--- src/rtl/maq_mh.sv ---
// maq_mh: minutes/hours stage of the clock datapath. Counts BCD minutes
//   (00-59) and hours (00-23) on qualified minute carries, provides a
//   button-driven RUN -> SET_HR -> SET_MIN time-set machine, a blink phase
//   for the field being set, and a one-clock day-rollover pulse.
// Latency: carries update the digits on the sampling edge; a button rise
//   before edge N takes effect at edge N+2. Backpressure: none, free running.
// Ports: maqmh_clock/maqmh_reset (async, active-high); enable_1hz, inc_minuto
//   carry inputs; btn_mode/btn_inc async buttons; BCD digit outputs, set
//   flags, blink, inc_dia pulse, and maqmh_pm when MAQMH_AMPM_EN is defined
//   (12-hour display; internal counting stays 0-23).
module maq_mh (
  input  logic       maqmh_clock,
  input  logic       maqmh_reset,
  input  logic       enable_1hz,
  input  logic       inc_minuto,
  input  logic       btn_mode,
  input  logic       btn_inc,
  output logic [3:0] maqmh_min_lsd,
  output logic [2:0] maqmh_min_msd,
  output logic [3:0] maqmh_hr_lsd,
  output logic [1:0] maqmh_hr_msd,
  output logic       maqmh_set_hr,
  output logic       maqmh_set_min,
  output logic       maqmh_blink,
  output logic       maqmh_inc_dia
`ifdef MAQMH_AMPM_EN
  ,
  output logic       maqmh_pm
`endif
);

  typedef enum logic [1:0] {RUN = 2'd0, SET_HR = 2'd1, SET_MIN = 2'd2} state_t;

  state_t     state_q, state_n;
  logic       mode_s1, mode_s2, mode_d;
  logic       inc_s1, inc_s2, inc_d;
  logic [3:0] min_lsd_q, min_lsd_n;
  logic [2:0] min_msd_q, min_msd_n;
  logic [3:0] hr_lsd_q, hr_lsd_n;
  logic [1:0] hr_msd_q, hr_msd_n;
  logic       set_hr_q, set_min_q, blink_q, inc_dia_q;
  logic       mode_evt, inc_evt, set_inc, carry;
  logic       min_at_59, hr_at_23, min_step, hr_step;

  // Rising edge of the synchronized level; a held button gives one event.
  assign mode_evt = mode_s2 && !mode_d;
  assign inc_evt  = inc_s2 && !inc_d;

  always_comb begin
    carry     = (state_q == RUN) && enable_1hz && inc_minuto;
    // Mode wins over a coincident increment.
    set_inc   = inc_evt && !mode_evt;
    min_at_59 = (min_msd_q == 3'd5) && (min_lsd_q == 4'd9);
    hr_at_23  = (hr_msd_q == 2'd2) && (hr_lsd_q == 4'd3);
    min_step  = carry || ((state_q == SET_MIN) && set_inc);
    // Set-mode minute increments never carry into hours.
    hr_step   = (carry && min_at_59) || ((state_q == SET_HR) && set_inc);

    min_lsd_n = min_lsd_q;
    min_msd_n = min_msd_q;
    if (min_step) begin
      if (min_lsd_q == 4'd9) begin
        min_lsd_n = 4'd0;
        min_msd_n = (min_msd_q == 3'd5) ? 3'd0 : min_msd_q + 3'd1;
      end else begin
        min_lsd_n = min_lsd_q + 4'd1;
      end
    end

    hr_lsd_n = hr_lsd_q;
    hr_msd_n = hr_msd_q;
    if (hr_step) begin
      if (hr_at_23) begin
        hr_lsd_n = 4'd0;
        hr_msd_n = 2'd0;
      end else if (hr_lsd_q == 4'd9) begin
        hr_lsd_n = 4'd0;
        hr_msd_n = hr_msd_q + 2'd1;
      end else begin
        hr_lsd_n = hr_lsd_q + 4'd1;
      end
    end

    state_n = state_q;
    if (mode_evt) begin
      case (state_q)
        RUN:     state_n = SET_HR;
        SET_HR:  state_n = SET_MIN;
        default: state_n = RUN;
      endcase
    end
  end

`ifdef MAQMH_AMPM_EN
  logic [4:0] hr_bin_n, disp_bin_n;
  logic [3:0] disp_lsd_q;
  logic [1:0] disp_msd_q;
  logic       pm_q;

  // 24h -> 12h conversion of the next hour, so the registered display
  // changes on the same edge as the internal count.
  always_comb begin
    hr_bin_n = ({3'b000, hr_msd_n} * 5'd10) + {1'b0, hr_lsd_n};
    if (hr_bin_n == 5'd0)
      disp_bin_n = 5'd12;
    else if (hr_bin_n > 5'd12)
      disp_bin_n = hr_bin_n - 5'd12;
    else
      disp_bin_n = hr_bin_n;
  end

  always_ff @(posedge maqmh_clock or posedge maqmh_reset) begin
    if (maqmh_reset) begin
      disp_lsd_q <= 4'd2;
      disp_msd_q <= 2'd1;
      pm_q       <= 1'b0;
    end else begin
      disp_msd_q <= (disp_bin_n >= 5'd10) ? 2'd1 : 2'd0;
      disp_lsd_q <= (disp_bin_n >= 5'd10) ? 4'(disp_bin_n - 5'd10) : 4'(disp_bin_n);
      pm_q       <= (hr_bin_n >= 5'd12);
    end
  end

  assign maqmh_hr_lsd = disp_lsd_q;
  assign maqmh_hr_msd = disp_msd_q;
  assign maqmh_pm     = pm_q;
`else
  assign maqmh_hr_lsd = hr_lsd_q;
  assign maqmh_hr_msd = hr_msd_q;
`endif

  always_ff @(posedge maqmh_clock or posedge maqmh_reset) begin
    if (maqmh_reset) begin
      state_q   <= RUN;
      mode_s1   <= 1'b0;
      mode_s2   <= 1'b0;
      mode_d    <= 1'b0;
      inc_s1    <= 1'b0;
      inc_s2    <= 1'b0;
      inc_d     <= 1'b0;
      min_lsd_q <= 4'd0;
      min_msd_q <= 3'd0;
      hr_lsd_q  <= 4'd0;
      hr_msd_q  <= 2'd0;
      set_hr_q  <= 1'b0;
      set_min_q <= 1'b0;
      blink_q   <= 1'b0;
      inc_dia_q <= 1'b0;
    end else begin
      mode_s1   <= btn_mode;
      mode_s2   <= mode_s1;
      mode_d    <= mode_s2;
      inc_s1    <= btn_inc;
      inc_s2    <= inc_s1;
      inc_d     <= inc_s2;
      state_q   <= state_n;
      min_lsd_q <= min_lsd_n;
      min_msd_q <= min_msd_n;
      hr_lsd_q  <= hr_lsd_n;
      hr_msd_q  <= hr_msd_n;
      set_hr_q  <= (state_n == SET_HR);
      set_min_q <= (state_n == SET_MIN);
      if (state_n != state_q)
        blink_q <= 1'b0;
      else if (state_q == RUN)
        blink_q <= 1'b0;
      else if (enable_1hz)
        blink_q <= ~blink_q;
      // Only a RUN carry out of 23:59 marks a new day.
      inc_dia_q <= carry && min_at_59 && hr_at_23;
    end
  end

  assign maqmh_min_lsd = min_lsd_q;
  assign maqmh_min_msd = min_msd_q;
  assign maqmh_set_hr  = set_hr_q;
  assign maqmh_set_min = set_min_q;
  assign maqmh_blink   = blink_q;
  assign maqmh_inc_dia = inc_dia_q;

endmodule

--- config.mk ---
export PLATFORM = sky130hd
export DESIGN_NAME = maq_mh
export DESIGN_NICKNAME = d
export VERILOG_FILES = /design/src/rtl/maq_mh.sv
export SDC_FILE = /design/constraint.sdc
export NUM_CORES = 1
export LEC_CHECK = 0
export CORE_MARGIN = 1
export CORE_UTILIZATION = 50
export DETAILED_ROUTE_END_ITERATION = 8
export HOLD_SLACK_MARGIN = 0.12
export PLACE_DENSITY = 0.78
export RECOVER_POWER = 100
export SETUP_SLACK_MARGIN = 0.05
export SLEW_MARGIN = 20
export SYNTH_ARGS = -nofsm -noshare
export SYNTH_HDL_FRONTEND = slang
export SYNTH_SLANG_ARGS = --single-unit
--- constraint.sdc ---
create_clock -name maqmh_clock -period 2.3 [get_ports maqmh_clock]
set_input_delay 0.23 -clock maqmh_clock [delete_from_list [all_inputs] [get_ports maqmh_clock]]
set_output_delay 0.23 -clock maqmh_clock [all_outputs]
set_load 0.005 [all_outputs]
=== Word-level counts from Yosys, hierarchy flattened ===
Cells that the tools add are included.

* Bits in registers: 25
* Input bits: 6
* Output and inout port bits: 17
* Logic and storage cells: 62

* $add $sub $neg: 4
* Equal/unequal tests: 10
* Multiplexer cells: 11
* Bitwise logic cells: 1
* Reductions and logical operators: 21

{| class="wikitable"
|+ Operators by type and width
! operator !! count
|-
| 4-bit 2-to-1 mux || 3
|-
| 1-bit logical AND || 11
|-
| 4-bit by 1-bit adder with 4-bit output (second input constant) || 2
|-
| 4-bit == test (second input constant) || 2
|-
| 2-bit == test (second input constant) || 3
|-
| 2-bit 2-to-1 mux || 3
|-
| 2-bit by 1-bit == test with 1-bit output (second input constant) || 2
|-
| 4-bit by 2-bit == test with 1-bit output (second input constant) || 1
|-
| 2-bit one-hot mux with 2 select lines || 1
|-
| 2-bit AND reduction || 2
|-
| 3-bit by 1-bit adder with 3-bit output (second input constant) || 1
|-
| 3-bit == test (second input constant) || 1
|-
| 1-bit logical NOT || 3
|-
| 1-bit 2-to-1 mux || 3
|-
| 3-bit 2-to-1 mux || 1
|-
| 3-bit nonzero test || 1
|-
| 2-bit by 1-bit adder with 2-bit output (second input constant) || 1
|-
| 2-bit logical NOT || 1
|-
| 1-bit logical OR || 2
|-
| 2-bit inequality test || 1
|-
| 2-bit nonzero test || 1
|-
| 1-bit NOT || 1
|}

=== Longest topological paths before layout ===
* Depth after elaboration: 7
* Mapped depth: 6
* Mapped depth without buffers: 6

=== Worst setup path before layout ===
No wires, ideal clock.

* Kind: register -> register
* Start: reg min_lsd_q[1], in the netlist maqmh_min_lsd[1]
* End: reg hr_msd_q[0], in the netlist maqmh_hr_msd[0]
* Library setup time: 0.125 ns
* Arrival: 1.717 ns
* Data required time: 2.175 ns
* Slack: 0.458 ns
* Cell stages (with the launch flop): 5
* Buffers on the path: 0
* Period minus slack after synthesis: 1.842 ns
* Cells stage by stage: dfrtp_1 -> or3b_4 -> nor4_4 -> o21ai_2 -> mux2_4

* Cells in the longest elaborated chain, start to end: 5

{| class="wikitable"
|+ RTL lines
! item !! line !! source
|-
| from (decl) || 37 || <nowiki>logic [3:0] min_lsd_q, min_lsd_n;</nowiki>
|-
| from (signal assigned) || 157 || <nowiki>min_lsd_q <= min_lsd_n;</nowiki>
|-
| 4-bit == test || 53 || <nowiki>min_at_59 = (min_msd_q == 3'd5) && (min_lsd_q == 4'd9);</nowiki>
|-
| 1-bit logical AND || 53 ||
|-
| 1-bit logical AND || 57 || <nowiki>hr_step = (carry && min_at_59) || ((state_q == SET_HR) && set_inc);</nowiki>
|-
| 1-bit logical OR || 57 ||
|-
| 2-bit AND reduction (no source line) || -- ||
|-
| to (signal assigned) || 160 || <nowiki>hr_msd_q <= hr_msd_n;</nowiki>
|-
| to (decl) || 40 || <nowiki>logic [1:0] hr_msd_q, hr_msd_n;</nowiki>
|}

No other way between the ends.
A chain may end at the register's enable or synchronous reset.

=== Worst setup path after layout ===
* Start: reg state_q[0]
* End: reg hr_msd_q[0], in the netlist maqmh_hr_msd[0]

* Cells in the longest elaborated chain, start to end: 6
* Elaborated cells between the ends (all ways): 8
* Those cells by class: eq/ne: 1; reduce/logical: 7

{| class="wikitable"
|+ RTL lines
! item !! line !! source
|-
| from (decl) || 34 || <nowiki>state_t state_q, state_n;</nowiki>
|-
| from (signal assigned) || 156 || <nowiki>state_q <= state_n;</nowiki>
|-
| 2-bit logical NOT || 50 || <nowiki>carry = (state_q == RUN) && enable_1hz && inc_minuto;</nowiki>
|-
| 1-bit logical AND (2 in series) || 50 ||
|-
| 1-bit logical AND || 57 ||
|-
| 1-bit logical OR * || 57 ||
|-
| 2-bit AND reduction (no source line) * || -- ||
|}

Every way passes the cells marked *; elsewhere a longest branch is shown, timed or not.

==> reports/results.ini <==
[pwr]
irDropWorstVdd_v=0.000684
powerDensity_nw_per_um2=1010
p_leak_nw=0.641

[detailed_routing]
wl_per_cell_um=13.3
detail-route-antenna-nets=0
vias=812
totalWireLength_mm=1.97
firstDrtPassIters=4
dr.first_iter.drc_count=2
via_per_inst=5.49
route.detailed.drc=0

[layout]
area_growth_pct=23.5
final_core_util_pct=68.9
layout_commonest_cell=dfrtp_1
diodes=0
mostFrequentLayoutCells=25 x dfrtp_1, 20 x dlygate4sd3_1, 6 x nor2_1
nets=130
layout-drive-gt1-share_pct=8.26

[sta]
finalSetupViolCount=0
min_period_over_period_pct=87.6
hold_violations=0
worst_pin_slew_ps=1260
fin_crit_ps=2020
maxSlewHeadroom_pct=15.9
max_freq_mhz=496
fin_skew_ps=9.61
final.setup.tns_ps=0
final_max_slew_viol_count=0
rsz0062_at_grt=no

[placed_design]
hpwl_mm=1.48
gp_congestion=0.772
io_buffers=22

[die]
dieWidth_um=50.0
die_area_um2=2500
core_um2=2060
placementRows=16
die_h_um=50.0
pin_count=23
start_util_pct=55.8

[setup_path]
worstPathRequired_ps=2520
crit_arrival_ps=2240
criticalPathCategory=flop to flop
cp-end-kind=flop
startpoint_type=flop
cp_max_fo=9

[run]
drv_cap=0

[cts]
cts_setup_buffers=0
cts-resized-gates=0
ctsHtreeMaxLevel=1
cts_sinks=25
cts_made_buffers=3
cts.path.max_buffers=2
clk_latency_ps=320
root_buffer=clkbuf_4
ctsHoldBuffers=0
cts.clk_slew.worst_paths_ps=140
cts_tree=built

[global_routing]
antenna_found_initial=0
grt_pass1_vias=802
grt_pass1_wl_mm=3.48
grt_max_degree=26
grt-ovfl-total=0
grtUsageTotal_pct=18.7

[synthesis]
synth_top_cell_by_area=dfrtp_1
seq_area_frac_synth_pct=54.4
synthCells=95
syn_area_per_cell_um2=12.1
yosys_warnings=0
synth.distinct_cells=38
synthesis.area_um2=1150
synth-seq-cells=25
synthTopCellsByArea=dfrtp_1 54%, mux2_4 3.9%, nor2b_1 2.7%, xor2_1 2.3%, ha_1 2.2%
yosys.area.top_type_share_pct=54.4
syn_nets=103

[min_path]
hp-class=flop to flop

[run_status]
outcome=completed

area by class of cell:
cell class	count	area, um^2
clock inverter	1	7.51
tap	27	33.8
clock buffer	3	22.5
fill	148	642
inverter	3	11.3
timing repair buffer	23	224
multi-input combinational	66	495
sequential	25	626
synth_stat cells (all sizes together):
cell type and instances:
dfrtp 25, nor2 6, mux2 5, nand2 5
nor2b 5, o21ai 5, nand2b 4, inv 3
nor3b 3, xor2 3, a21o 2, a21oi 2
ha 2, nand3b 2, nor3 2, nor4 2
o22ai 2, o2bb2ai 2, a21boi 1, a41oi 1
and3 1, and3b 1, and4 1, and4b 1
clkbuf 1, nand4 1, nand4bb 1, o221ai 1
or3 1, or3b 1, or4 1, or4b 1
xnor2 1
per-layer routing:
layer  GRT usage (%)  vias to the layer above  part of all wire, %
met4            7.14                        0                 0.66
met1            22.5                      394                   46
li1                -                      392                    -
met5               0                        -                    0
met3            3.40                        2                  4.9
met2            32.7                       24                   49
state kept, by name, indices dropped and copies added, names as in the netlist, 2 cells and up:
signal         count
state_q            2
maqmh_hr_msd       2
maqmh_min_msd      3
maqmh_min_lsd      4
maqmh_hr_lsd       4
cells by family after synthesis:
group | after synthesis | share of synthesized area [%]
and+or+nand+nor | 39 | 23.1
DFF | 25 | 54.4
AOI/OAI and AO/OA | 16 | 10.1
muxes | 5 | 5.88
xor gates and xnor gates | 4 | 3.05
buffers and inverters | 4 | 1.31
adders and majority gates | 2 | 2.18
path summary, 6_finish.rpt:
check                      depth (start not counted)   startpoint  slack (ps)                to
max                                                4   state_q[0]         280   maqmh_hr_msd[0]
min                                                0       inc_s1         370            inc_s2
max reg2reg                                        4   state_q[0]         280   maqmh_hr_msd[0]
min reg2reg                                        0       inc_s1         370            inc_s2
max in group asynchronous                          3  maqmh_reset         810  maqmh_min_msd[2]
min in group asynchronous                          3  maqmh_reset         750       maqmh_blink
worst max-delay path, stage by stage, from the launching register on:
cell,delay (ps)
dfrtp_1,480
or4b_1,600
nor4_4,290
o21ai_0,220
mux2_4,330
power breakdown:
group	internal (W)	switching, W
clock	0.0000664	0.000127
combinational	0.000317	0.000212
sequential	0.000561	0.000150
through the flow:
step / instances / hold WS (ps) / worst slack (ps) / power, W / cell area (um^2)
global placement: 144 / 332 / 380 / 0.00129 / 1410
detailed placement: 144 / 343 / 334 / 0.00131 / 1410
floorplan: 95 / 257 / 458 / 0.00101 / 1150
CTS: 148 / 246 / 336 / 0.00151 / 1440
global route: 148 / 380 / 191 / 0.00154 / 1420
finish: 148 / 374 / 285 / 0.00143 / 1420
(Power assumes the default switching activity.)
